### config.mk
export PLATFORM = sky130hd
export DESIGN_NAME = mdc_input_commutator
export DESIGN_NICKNAME = d
export VERILOG_FILES = /design/src/rtl/mdc_pkg.sv /design/src/rtl/mdc_pp_buffer.sv /design/src/rtl/mdc_input_commutator.sv
export SDC_FILE = /design/constraint.sdc
export NUM_CORES = 1
export LEC_CHECK = 0
export CORE_MARGIN = 3
export CORE_UTILIZATION = 57
export CTS_CLUSTER_SIZE = 16
export DETAILED_ROUTE_END_ITERATION = 8
export PLACE_DENSITY = 0.79
export SYNTH_ARGS = -nofsm -noshare
export SYNTH_HDL_FRONTEND = slang
export SYNTH_SLANG_ARGS = --single-unit
export TNS_END_PERCENT = 30
### constraint.sdc
create_clock -name CLK -period 11.45 [get_ports CLK]
set_input_delay 2.29 -clock CLK [delete_from_list [all_inputs] [get_ports CLK]]
set_output_delay 2.29 -clock CLK [all_outputs]
set_load 0.1 [all_outputs]
### src/rtl/mdc_pkg.sv
// Shared types and constants for the MDC FFT front end.
package mdc_pkg;

  localparam int CPLX_W    = 64;
  localparam int PART_W    = 32;
  localparam int MDC_N_FFT = 4;
  localparam int ADDR_W    = $clog2(MDC_N_FFT);

  typedef struct packed {
    logic [PART_W-1:0] re;
    logic [PART_W-1:0] im;
  } cplx_t;

  typedef enum logic {
    IDLE = 1'b0,
    EMIT = 1'b1
  } rd_state_t;

endpackage

### src/rtl/mdc_pp_buffer.sv
// Two-bank frame store: one write port, paired reads at k and k+N_FFT/2,
// and a full flag per bank.
module mdc_pp_buffer
  import mdc_pkg::*;
#(
  parameter  int N_FFT = MDC_N_FFT,
  parameter  int DW    = CPLX_W,
  localparam int AW    = $clog2(N_FFT)
) (
  input  logic          CLK,
  input  logic          RST,
  input  logic          wr_en,
  input  logic          wr_bank,
  input  logic [AW-1:0] wr_addr,
  input  logic [DW-1:0] wr_data,
  input  logic          set_full,
  input  logic          rd_bank,
  input  logic [AW-2:0] rd_idx,
  input  logic          clr_full,
  output logic [DW-1:0] rd_lo,
  output logic [DW-1:0] rd_hi,
  output logic [1:0]    full
);

  logic [DW-1:0] mem [2*N_FFT];

  always_ff @(posedge CLK) begin
    if (wr_en) mem[{wr_bank, wr_addr}] <= wr_data;
  end

  // Upper half of the frame is the same index with the address MSB set.
  assign rd_lo = mem[{rd_bank, 1'b0, rd_idx}];
  assign rd_hi = mem[{rd_bank, 1'b1, rd_idx}];

  // Writer only sets a bank it sees empty, reader only clears a bank it sees
  // full, so both updates in one cycle always target different banks.
  always_ff @(posedge CLK) begin
    if (RST) begin
      full <= 2'b00;
    end else begin
      if (set_full) full[wr_bank] <= 1'b1;
      if (clr_full) full[rd_bank] <= 1'b0;
    end
  end

endmodule

### src/rtl/mdc_input_commutator.sv
// Frame buffer feeding the first MDC radix-2 stage with (x[k], x[k+N/2]) pairs.
// state | meaning
// IDLE  | waiting for a full bank with HALT low; first pair issues on exit
// EMIT  | issuing the remaining pairs of the current frame, one per cycle
module mdc_input_commutator
  import mdc_pkg::*;
#(
  parameter  int N_FFT = MDC_N_FFT,
  parameter  int DW    = CPLX_W,
  localparam int AW    = $clog2(N_FFT),
  localparam int HALF  = N_FFT / 2
) (
  input  logic          CLK,
  input  logic          RST,
  input  logic          IN_VALID,
  input  logic [DW-1:0] IN_DATA,
  output logic          IN_READY,
  input  logic          HALT,
  output logic          OUT_VALID,
  output logic [DW-1:0] D0,
  output logic [DW-1:0] D1,
  output logic          SEL_MDCFFT,
  output logic          OUT_SOF,
  output logic          OUT_EOF
);

  logic          wr_bank;
  logic [AW-1:0] wr_cnt;
  logic          rd_bank;
  logic [AW-2:0] rd_cnt;
  rd_state_t     state, state_nxt;
  logic [1:0]    full;
  logic          hs, wr_last, fire, rd_last;
  logic [DW-1:0] rd_lo, rd_hi;

  assign IN_READY = !full[wr_bank];
  assign hs       = IN_VALID && IN_READY;
  assign wr_last  = hs && (wr_cnt == AW'(N_FFT - 1));

  mdc_pp_buffer #(.N_FFT(N_FFT), .DW(DW)) u_buf (
    .CLK      (CLK),
    .RST      (RST),
    .wr_en    (hs),
    .wr_bank  (wr_bank),
    .wr_addr  (wr_cnt),
    .wr_data  (IN_DATA),
    .set_full (wr_last),
    .rd_bank  (rd_bank),
    .rd_idx   (rd_cnt),
    .clr_full (rd_last),
    .rd_lo    (rd_lo),
    .rd_hi    (rd_hi),
    .full     (full)
  );

  always_ff @(posedge CLK) begin
    if (RST) begin
      wr_bank <= 1'b0;
      wr_cnt  <= '0;
    end else if (hs) begin
      if (wr_last) begin
        wr_cnt  <= '0;
        wr_bank <= ~wr_bank;
      end else begin
        wr_cnt <= wr_cnt + 1'b1;
      end
    end
  end

  // The IDLE exit cycle already issues pair 0 so the first pair lands two
  // cycles after the last write handshake.
  always_comb begin
    state_nxt = state;
    fire      = 1'b0;
    rd_last   = 1'b0;
    case (state)
      IDLE: begin
        if (full[rd_bank] && !HALT) begin
          fire      = 1'b1;
          state_nxt = EMIT;
        end
      end
      EMIT:    fire = 1'b1;
      default: state_nxt = IDLE;
    endcase
    if (fire && (rd_cnt == (AW-1)'(HALF - 1))) begin
      rd_last   = 1'b1;
      state_nxt = (full[~rd_bank] && !HALT) ? EMIT : IDLE;
    end
  end

  always_ff @(posedge CLK) begin
    if (RST) begin
      state   <= IDLE;
      rd_bank <= 1'b0;
      rd_cnt  <= '0;
    end else begin
      state <= state_nxt;
      if (rd_last) begin
        rd_cnt  <= '0;
        rd_bank <= ~rd_bank;
      end else if (fire) begin
        rd_cnt <= rd_cnt + 1'b1;
      end
    end
  end

  always_ff @(posedge CLK) begin
    if (RST || !fire) begin
      OUT_VALID  <= 1'b0;
      D0         <= '0;
      D1         <= '0;
      SEL_MDCFFT <= 1'b0;
      OUT_SOF    <= 1'b0;
      OUT_EOF    <= 1'b0;
    end else begin
      OUT_VALID  <= 1'b1;
      D0         <= rd_lo;
      D1         <= rd_hi;
      SEL_MDCFFT <= rd_cnt[0];
      OUT_SOF    <= (rd_cnt == '0);
      OUT_EOF    <= rd_last;
    end
  end

endmodule
; ---- Yosys cells after proc, flatten, opt, wreduce, memory -nomap -nowiden
; Memories as Yosys holds them, arrays and structs flattened. A register that Yosys moved wholly into a read port is not among the register bits.
; Cells that the tools add are included.
[word_totals]
memories = 1
register_bits = 12
input_bits = 68
output_inout_bits = 133
mem_bits_rw = 512
[op_classes]
reduce_logical = 13
magnitude_cmp = 5
bitwise = 7
muxes = 23
add_sub_neg = 2
eq_ne = 1
[memory_table]
columns = name, words, width, rd, rd_ports_with_merged_regs, write_ports, line
row1 = u_buf.mem, 8, 64, 2, 2, 1, mdc_pp_buffer.sv:25  ; logic [DW-1:0] mem [2*N_FFT];
[op_table]
columns = operator, n
row1 = $mux 1, 16
row2 = $mux 2, 4
row3 = $logic_and 1x1->1, 7
row4 = $lt 1x2->1 const B, 3
row5 = $not 1->1, 4
row6 = $logic_not 1->1, 3
row7 = $add 2x1->2 const B, 1
row8 = $and 2x2->2, 1
row9 = $demux 1 s1, 2
row10 = $eq 2x2->1 const B, 1
row11 = $ge 1x1->1 const B, 2
row12 = $not 2->2, 1
row13 = $or 2x2->2, 1
row14 = $pmux 1 s2, 1
row15 = $reduce_and 2->1, 1
row16 = $reduce_or 2->1, 1
row17 = $add 1x1->1 const B, 1
row18 = $logic_or 1x1->1, 1

; ---- Logic depth before layout (Yosys ltp)
; Gate-level depths: netlist of run 1.
[logic_depth]
word_depth = 9
depth_mapped = 7

; ---- Cells and area by module
; A second synthesis of run 1 with hierarchy kept.
[unflattened]
cells_unflattened = 1013
area_unflattened_um2 = 22631.7
[by_module_without_submodules]
columns = module, area_per_inst_um2, n_inst, seq_area_each_um2, cells_per_inst
row1 = mdc_pp_buffer, 18704.2, 1, 15414.8, 689
row2 = mdc_input_commutator, 3927.5, 1, 2762.6, 324

; ---- Least setup slack after synthesis of run 1
; Ideal clock, no wire load.
[synth_timing]
path_kind = flip-flop to flip-flop
from = register wr_bank
to = memory u_buf.mem[0][0] (netlist name) (enable)
arrival_time_ns = 8.756
required_ns = 10.804
setup_slack_ns = 2.047
synth_period_minus_slack_ns = 9.403
n_path_buf = 1
setup_ns = 0.646
stages_incl_launch_ff = 5
path_cell_list = dfxtp_1 buf_2 mux2i_1 nand2_1 nor4_1
[synth_via]
elab_chain_len = 6
[synth_rtl]
columns = element, line
row1 = "start, declared", mdc_input_commutator.sv:27  ; logic wr_bank;
row2 = "start signal, assigned", mdc_input_commutator.sv:63  ; wr_bank <= ~wr_bank;
row3 = $mux 1 (implied by the code) (2 in series), mdc_input_commutator.sv:36  ; assign IN_READY = !full[wr_bank];
row4 = $logic_not 1->1, mdc_input_commutator.sv:36
row5 = named net IN_READY, mdc_input_commutator.sv:17  ; output logic IN_READY,
row6 = $logic_and 1x1->1, mdc_input_commutator.sv:37  ; assign hs = IN_VALID && IN_READY;
row7 = $mux 1, mdc_pp_buffer.sv:28  ; if (wr_en) mem[{wr_bank, wr_addr}] <= wr_data;
row8 = $mux 1 (implied by the code), mdc_pp_buffer.sv:28
row9 = "end, declared", mdc_pp_buffer.sv:25
; The timed path passes the listed nets, and every way through them passes these cells. The select of a mux whose other input is x is not followed.

; ---- Worst setup path in the final report of run 1
[layout_timing]
from = register wr_bank
to = output IN_READY
[layout_via]
elab_chain_len = 3
[layout_rtl]
columns = element, line
row1 = $mux 1 (implied by the code) (2 in series), mdc_input_commutator.sv:36
row2 = $logic_not 1->1, mdc_input_commutator.sv:36
row3 = "end, declared", mdc_input_commutator.sv:17
; Every way passes these cells. The select of a mux whose other input is x is not followed.

==> impl_metrics.tcl, run 1 <==
set metrics [dict create \
    outcome "completed" \
    drc 0 \
    placed_cells 1695 \
    fin_crit_sh_pct 45.2 \
    path_depth 2 \
    cts_sinks 652 \
    grt_start_max_net_pins 105 \
    worstMarginPinSlew_ns 1.06 \
    fillers 2387 \
    finalCriticalPeriod_ns 5.18 \
    fp.coreArea_mm2 0.0387 \
    instances_no_fill 1809 \
    final-hold-violation-count 0 \
    critical_path_class "flop to output port" \
    track_usage_pct 20.7 \
    io_buffers 200 \
    wl_per_cell_um 23.3 \
    power.leakage_uw 0.00865 \
    p_comb_share_pct 3.8 \
    cellPowerDensity_mw_per_mm2 175 \
    synthArstFlopShare_pct 0 \
    ys_ff_latch 652 \
    num_vias 10108 \
    setup_viol 0 \
    timing.critical_path.required_ns 9.16 \
    avgViaCountPerCell 5.59 \
    crit_chain "mux2i_1 -> clkdlybuf4s50_1" \
    initial_core_util_pct 57.9 \
    synth_edf_count 512 \
    crit_fanout 10 \
    gp_congestion 0.710 \
    netlist_instances 1007 \
    cts_buffers 61 \
    routed_wl_um 42100 \
    slew_headroom_pct 29.0 \
    die_area_mm2 0.0418 \
    cts_tree "built" \
    ys_seq_area_share_pct 81.0 \
    io_pins 201 \
    synth.area.top_cells "edfxtp_1 (69%), mux4_2 (13%), dfxtp_1 (12%)" \
    start_kind "flop" \
    crit_arrival_ns 2.89 \
    crit_family "buffers and inverters" \
    grt_setup_unrepaired "false" \
    r2r_cells 5 \
    p_int_uw 3790 \
    fmax_ghz 0.193 \
    drive_gt1_share_pct 18.5 \
    grt_pass1_wl_um 64400 \
    ys.flop_type "edfxtp_1" \
    clockPowerShare_pct 40.5 \
    htreeDepth 2 \
    drv_cap 0 \
    cpMaxStageDelayCell "clkdlybuf4s50_1" \
    die_x_um 204 \
    crit_buf_inv 1 \
    drtIter0Drc 595 \
    skew_ns 0.0155 \
    cp-end-kind "output port" \
    rows 72 \
    setup_tns_ns 0 \
    ir_drop_mv 0.147 \
    synth_nets 1076 \
    r2r-end "D0[34]" \
    rrSetupSlack_ns 8.33 \
    antenna_found_initial 1 \
    ys_warn_count 0 \
    holdCritPathClass "flop to flop" \
    endpoint "IN_READY" \
    crit_start "wr_bank" \
    yosys.area.top_type_share_pct 68.5 \
    ant_nets 0 \
    swShare_pct 19.6 \
    drtPass1Iterations 5 \
    avgSynthCellArea_um2 22.3 \
    syn_to_final_growth_pct 19.9 \
    yosysUniqueCellTypes 32 \
    pwr-share-seq_pct 55.7 \
    slew_violations 0 \
    dp_hpwl_um 23000 \
    nets 1309 \
    cts.repair.resized 0 \
    grt_pass1_vias 10718 \
    clock_tree.root_cell "clkbuf_16" \
    die_h_um 204 \
    cpPeakStageDelay_ns 1.26 \
    synth_area_leader_cell "edfxtp_1" \
    cts_buffer_depth 3 \
    hold_buffers 0 \
    r2r-start "rd_bank" \
    globalRoute.totalOverflow 0 \
    synth_area_mm2 0.0224 \
    power_switching_uw 925 \
    clock_latency_ns 0.59 \
    path_clk_slew_ns 0.06 \
    cts_setup_buffers 0 \
]
==> cells in the final DEF (no fill, tap or decap), drive strengths merged, types with 2 or more instances in the layout <==
| cell | instances |
|---|---|
| nand2b | 5 |
| o21ai | 2 |
| nand2 | 4 |
| clkbuf | 96 |
| a21oi | 3 |
| clkinv | 13 |
| and2 | 130 |
| bufinv | 3 |
| nor3 | 7 |
| nor2b | 2 |
| mux4 | 128 |
| inv | 4 |
| mux2i | 4 |
| clkdlybuf4s50 | 200 |
| buf | 16 |
| nor2 | 6 |
| edfxtp | 512 |
| dfxtp | 140 |
==> worst min-delay path, cell delays in order, from the launching register on <==
cell      delay, ns
dfxtp_1        0.35
inv_1          0.10
o311ai_0       0.12
==> power by group through the flow <==
| stage | combinational, uW | sequential, uW | clock (uW) |
|---|---|---|---|
| after global routing | 193 | 2630 | 2040 |
| after detailed placement | 181 | 2670 | 0 |
| final | 179 | 2620 | 1910 |
| after global placement | 176 | 2670 | 0 |
| after CTS | 183 | 2620 | 1950 |
| after floorplan | 87.0 | 2690 | 0 |
==> cell usage after synthesis, types with 4 or more instances <==
master	count
nor3_1	7
and2_1	130
nor2_1	6
clkbuf_1	8
mux4_2	128
edfxtp_1	512
buf_4	10
buf_2	26
mux2i_1	4
nand2b_1	5
nand2_1	4
dfxtp_1	140
==> layout make-up <==
class | count | area [um2] | share of cell area, %
sequential | 652 | 18200 | 67.6
clock inverter | 17 | 165 | 0.614
tap | 518 | 648 | 2.41
inverter | 4 | 17.5 | 0.0651
multi-input combinational | 305 | 4040 | 15.0
antenna | 1 | 2.50 | 0.00930
timing repair buffer | 216 | 2120 | 7.88
clock buffer | 96 | 1740 | 6.46
==> kinds of logic (layout without fill, tap and decap cells) <==
logic type / count (synthesis) / count (layout) / share of synthesized area (%)
flip-flops: 652 / 652 / 81.0
AND/OR/NAND/NOR: 159 / 159 / 4.28
multiplexers: 133 / 133 / 13.1
buffers and inverters: 50 / 333 / 1.22
AO/OA/AOI/OAI: 12 / 12 / 0.379
adder cells (fa/ha/maj): 1 / 1 / 0.0557
other: 0 / 1 / 0
==> stage by stage <==
| stage | cell area (um2) | total power [uW] | setup slack, ns | hold slack (ns) | util [%] |
|---|---|---|---|---|---|
| 2_1_floorplan | 22400 | 2780 | 2.05 | 0.551 | - |
| 3_3_place_gp | 25000 | 2850 | 6.74 | 0.596 | 64.6 |
| 3_5_place_dp | 25000 | 2860 | 6.66 | 0.602 | 64.6 |
| 4_1_cts | 26900 | 4750 | 6.27 | 0.617 | 69.5 |
| 5_1_grt | 26900 | 4860 | 6.18 | 0.661 | 69.5 |
| 6_report | 26900 | 4710 | 6.27 | 0.619 | 69.5 |
==> sequential cells by signal (all words and copies together), names as in the netlist <==
register,flops
D0,64
D1,64
OUT_EOF,1
OUT_SOF,1
OUT_VALID,1
SEL_MDCFFT,1
rd_bank,1
rd_cnt,1
state,1
u_buf.full,2
u_buf.mem,512
wr_bank,1
wr_cnt,2
==> how the worst min path moves through the flow <==
stage,from,end,cells after the start
4_1_cts,state,rd_cnt,2
6_report,state,rd_cnt,2
2_1_floorplan,u_buf.full[1],u_buf.full[1],2
3_3_place_gp,state,rd_cnt,2
5_1_grt,u_buf.full[0],u_buf.full[0],1
3_5_place_dp,state,rd_cnt,2
==> per-layer routing <==
metal | share of wire [%] | routed length [um] | global-route usage [%]
met1 | 41 | 17400 | 28.9
met5 | 0.026 | 11 | 0
met4 | 2.4 | 1030 | 6.41
met3 | 5.8 | 2450 | 3.76
met2 | 50 | 21200 | 33.9
(Power assumes the default switching activity.)
==> run 2: changes to the inputs <==
==> constraint.sdc (replaced) <==
create_clock -name CLK -period 5.3 [get_ports CLK]
set_input_delay 1.06 -clock CLK [delete_from_list [all_inputs] [get_ports CLK]]
set_output_delay 1.06 -clock CLK [all_outputs]
set_load 0.1 [all_outputs]
==> run 2 against run 1 <==
  * Worst hold slack gained 0.025 ns
  * Die area unchanged
  * Combinational power increased by 120%
  * Clock-buffer cell count fell by 8
  * Critical endpoint unchanged
  * Largest cell class unchanged
  * Highest routed layer unchanged
==> impl_metrics.tcl, run 2 (synthesized netlist as in run 1, its figures left out) <==
set metrics [dict create \
    outcome "completed" \
    final_cell_mix "edfxtp_1 (512), clkdlybuf4s50_1 (200), dfxtp_1 (138)" \
    crit_chain "mux2i_2 -> clkdlybuf4s50_1" \
    hold_end "u_buf.full[0]" \
    timing.critical_path.required_ns 4.24 \
    drtPass1Iterations 5 \
    cts_buffers 60 \
    min_path_cells 1 \
    io_buffers 200 \
    rrSetupSlack_ns 2.15 \
    power.total_uw 10200 \
    setup_tns_ns 0 \
    fmax_ghz 0.255 \
    avgViaCountPerCell 5.62 \
    worstMarginPinSlew_ns 1.03 \
    ir_drop_mv 0.286 \
    largest_reg_flops 512 \
    clock_tree.root_cell "clkbuf_16" \
    final-hold-violation-count 0 \
    hold_buffers 0 \
    gp_congestion 0.721 \
    drtIter0Drc 901 \
    cpMaxStageDelayCell "clkdlybuf4s50_1" \
    wl_per_cell_um 23.8 \
    whs_ns 0.644 \
    crit_fanout 10 \
    min-delay-start "u_buf.full[0]" \
    fp.coreArea_mm2 0.0387 \
    initial_core_util_pct 57.9 \
    globalRoute.totalOverflow 0 \
    finalCriticalPeriod_ns 3.92 \
    grt_setup_unrepaired "false" \
    antenna_found_initial 4 \
    r2r_cells 4 \
    track_usage_pct 21.1 \
    cpPeakStageDelay_ns 1.21 \
    drc 0 \
    drive_gt1_share_pct 19.5 \
    die_x_um 204 \
    htreeDepth 2 \
    power.leakage_uw 0.00870 \
    crit_buf_inv 1 \
    cp-end-kind "output port" \
    reg_top3 "u_buf.mem (512), D0 (64), D1 (64)" \
    grt_pass1_wl_um 65600 \
    setup_viol 0 \
    fillers 2356 \
    critical_path_class "flop to output port" \
    cts.repair.resized 0 \
    routed_wl_um 43100 \
    fin_crit_sh_pct 73.9 \
    nets 1312 \
    syn_to_final_growth_pct 20.4 \
    r2r-end "u_buf.mem[0][21]" \
    cts_buffer_depth 3 \
    stdcell_area_mm2 0.0270 \
    cts_tree "built" \
    crit_family "buffers and inverters" \
    grt_start_max_net_pins 73 \
    layout_commonest_cell "edfxtp_1" \
    path_clk_slew_ns 0.06 \
    slew_violations 0 \
    cellPowerDensity_mw_per_mm2 376 \
    io_pins 201 \
    rows 72 \
    slew_headroom_pct 31.4 \
    clock_latency_ns 0.60 \
    r2r-start "wr_bank" \
    num_vias 10184 \
    crit_start "wr_bank" \
    cts_setup_buffers 0 \
    dpl_cell_area_mm2 0.0251 \
    grt_pass1_vias 10592 \
    crit_arrival_ns 2.86 \
    skew_ns 0.0197 \
    top_register "u_buf.mem" \
    die_area_mm2 0.0418 \
    start_kind "flop" \
    holdCritPathClass "flop to flop" \
    die_h_um 204 \
    ant_nets 0 \
    dp_hpwl_um 24300 \
    cts_sinks 652 \
    drv_cap 0 \
]
==> run 2: metrics by stage <==
stage | setup WS [ns] | util, % | cells
2_1_floorplan | 0.0460 | - | 1007
3_3_place_gp | 1.65 | 64.9 | 1699
3_5_place_dp | 1.59 | 64.9 | 1699
4_1_cts | 1.36 | 69.8 | 1811
5_1_grt | 1.27 | 69.8 | 1812
6_report | 1.38 | 69.8 | 1813
==> run 2: layer usage <==
metal / GRT usage, % / vias to the layer above / part of all wire [%]
li1: - / 4463 / -
met1: 30.1 / 5293 / 41
met2: 33.9 / 339 / 51
met3: 3.92 / 83 / 6.0
met4: 6.66 / 6 / 2.5
met5: 0 / - / 0.095
==> run 2: final cells by class <==
cell class / instances / area [um2] / area share, %
Inverter: 4 / 16.3 / 0.0602
Clock inverter: 24 / 156 / 0.579
Sequential cell: 652 / 18200 / 67.3
Tap cell: 518 / 648 / 2.40
Antenna cell: 2 / 5.00 / 0.0185
Clock buffer: 88 / 1740 / 6.43
Multi-Input combinational cell: 305 / 4080 / 15.1
Timing Repair Buffer: 220 / 2200 / 8.15
==> run 2: power breakdown <==
part           total, uW  internal (uW)  switching (uW)
Clock               4100           2320            1780
Combinational        401            173             229
Sequential          5670           5630            41.6
Total              10200           8120            2050
==> run 2: worst max path at each step <==
stage	to	slack [ns]	cells after the start
after floorplan	u_buf.mem[3][0]	0.05	4
after global placement	u_buf.mem[0][34]	1.65	4
after detailed placement	u_buf.mem[0][21]	1.59	4
after CTS	IN_READY	1.36	2
after global routing	IN_READY	1.27	2
final	IN_READY	1.38	2
==> run 3: changes to the inputs <==
==> constraint.sdc (replaced) <==
create_clock -name CLK -period 3.7 [get_ports CLK]
set_input_delay 0.74 -clock CLK [delete_from_list [all_inputs] [get_ports CLK]]
set_output_delay 0.74 -clock CLK [all_outputs]
set_load 0.1 [all_outputs]
==> run 3 against run 2 <==
  * Utilization increased by 0.56 points
  * Sequential power increased by 43%
  * Via count increased by 1.3%
  * Global-route usage increased by 0.71 points
  * Combinational power increased by 47%
  * Critical path type unchanged
  * Largest power group unchanged
==> impl_metrics.tcl, run 3 (synthesized netlist as in run 1, its figures left out) <==
set metrics [dict create \
    slew_headroom_pct 30.9 \
    largest_reg_flops 512 \
    start_kind "flop" \
    clock_tree.root_cell "clkbuf_16" \
    crit_family "buffers and inverters" \
    ir_drop_mv 0.367 \
    drive_gt1_share_pct 20.2 \
    path_clk_slew_ns 0.06 \
    antenna_found_initial 3 \
    avgViaCountPerCell 5.69 \
    fin_crit_sh_pct 78.6 \
    die_h_um 204 \
    slew_violations 0 \
    final_cell_mix "edfxtp_1 (512), clkdlybuf4s50_1 (196), dfxtp_1 (137)" \
    cts_sinks 652 \
    timing.critical_path.required_ns 2.96 \
    cpPeakStageDelay_ns 1.16 \
    htreeDepth 2 \
    cts_setup_buffers 0 \
    wl_met1_um 18100 \
    track_usage_pct 21.8 \
    cellPowerDensity_mw_per_mm2 551 \
    final-hold-violation-count 0 \
    holdCritPathClass "flop to flop" \
    crit_arrival_ns 2.17 \
    num_vias 10312 \
    setup_tns_ns 0 \
    drv_cap 0 \
    crit_fanout 1 \
    setup_viol 0 \
    clock_latency_ns 0.60 \
    cp-end-kind "output port" \
    fillers 2265 \
    clockPowerShare_pct 42.0 \
    grt_start_max_net_pins 133 \
    instances_no_fill 1811 \
    routed_wl_um 44300 \
    dp_hpwl_um 23800 \
    cts_buffers 60 \
    pwr-share-seq_pct 54.1 \
    initial_core_util_pct 57.9 \
    dr_wl_met2_um 22400 \
    finalCriticalPeriod_ns 2.91 \
    cts.repair.resized 0 \
    crit_buf_inv 1 \
    die_x_um 204 \
    grt_setup_unrepaired "false" \
    hold_buffers 0 \
    placed_cells 1698 \
    critical_path_class "flop to output port" \
    reg_top3 "u_buf.mem (512), D0 (64), D1 (64)" \
    fp.coreArea_mm2 0.0387 \
    top_register "u_buf.mem" \
    power.leakage_uw 0.00876 \
    outcome "completed" \
    drtIter0Drc 892 \
    wl_per_cell_um 24.5 \
    globalRoute.totalOverflow 0 \
    power_switching_uw 2950 \
    worstMarginPinSlew_ns 1.03 \
    syn_to_final_growth_pct 21.4 \
    swShare_pct 19.7 \
    die_area_mm2 0.0418 \
    fmax_ghz 0.344 \
    power.total_uw 15000 \
    layout_commonest_cell "edfxtp_1" \
    p_comb_share_pct 3.9 \
    gp_congestion 0.733 \
    drc 0 \
    top_layer_used "met5" \
    nets 1311 \
    io_buffers 200 \
    rows 72 \
    cts_buffer_depth 3 \
    grt_pass1_vias 10902 \
    skew_ns 0.0132 \
    ant_nets 0 \
    drtPass1Iterations 5 \
    dr_wl_met3_um 2880 \
    p_int_uw 12100 \
    io_pins 201 \
    cts_tree "built" \
    cpMaxStageDelayCell "clkdlybuf4s50_1" \
    crit_chain "clkdlybuf4s50_1" \
    grt_pass1_wl_um 68200 \
]
==> run 3: changes by cell type in the layout (fill, tap and decap cells not counted), moves of 2 or more <==
cell and change:
buf_12 +5, buf_4 -2, bufinv_16 +7, clkbuf_1 -2
clkbuf_8 -3, clkdlybuf4s50_1 -4, clkinv_1 -3, clkinv_2 -4
clkinv_4 -3, clkinvlp_4 +7
==> run 3: routing by layer <==
| layer | GRT usage, % | up-vias |
|---|---|---|
| li1 | - | 4467 |
| met4 | 6.39 | 2 |
| met1 | 31.5 | 5388 |
| met2 | 34.3 | 390 |
| met3 | 4.79 | 65 |
| met5 | 0 | - |
==> run 3: through the flow <==
stage	util [%]	area, um2	hold slack, ns	setup WS [ns]
final	70.3	27200	0.616	0.793
after global routing	70.3	27200	0.660	0.700
after CTS	70.3	27200	0.617	0.760
after detailed placement	65.0	25200	0.607	0.892
after global placement	65.0	25200	0.590	0.923
after floorplan	-	22500	0.561	-0.353
==> run 3: power by group through the flow <==
stage,sequential [uW],combinational (uW),clock [uW]
after floorplan,8310,276,0
after global placement,8260,583,0
after detailed placement,8270,594,0
after CTS,8110,600,6410
after global routing,8120,634,6700
final,8110,590,6300
==> run 3: final timing paths <==
kind	from	endpoint	slack [ns]	cells past startpoint
hold reg to reg	wr_bank	wr_bank	0.62	2
setup reg to reg	wr_bank	u_buf.mem[2][29]	1.37	4
setup / recovery	D0[31]	D0[31]	0.79	1
hold / removal	wr_bank	wr_bank	0.62	2
==> run 3: layout make-up <==
cell class / instances / area [um2] / area share (%)
clock inverters: 28 / 358 / 1.31
diodes: 2 / 5.00 / 0.0184
inverters: 4 / 17.5 / 0.0643
flip-flops and latches: 652 / 18200 / 66.7
multi-input cells: 305 / 4100 / 15.0
clock buffers: 83 / 1690 / 6.20
well taps: 518 / 648 / 2.38
repair buffers: 219 / 2250 / 8.25
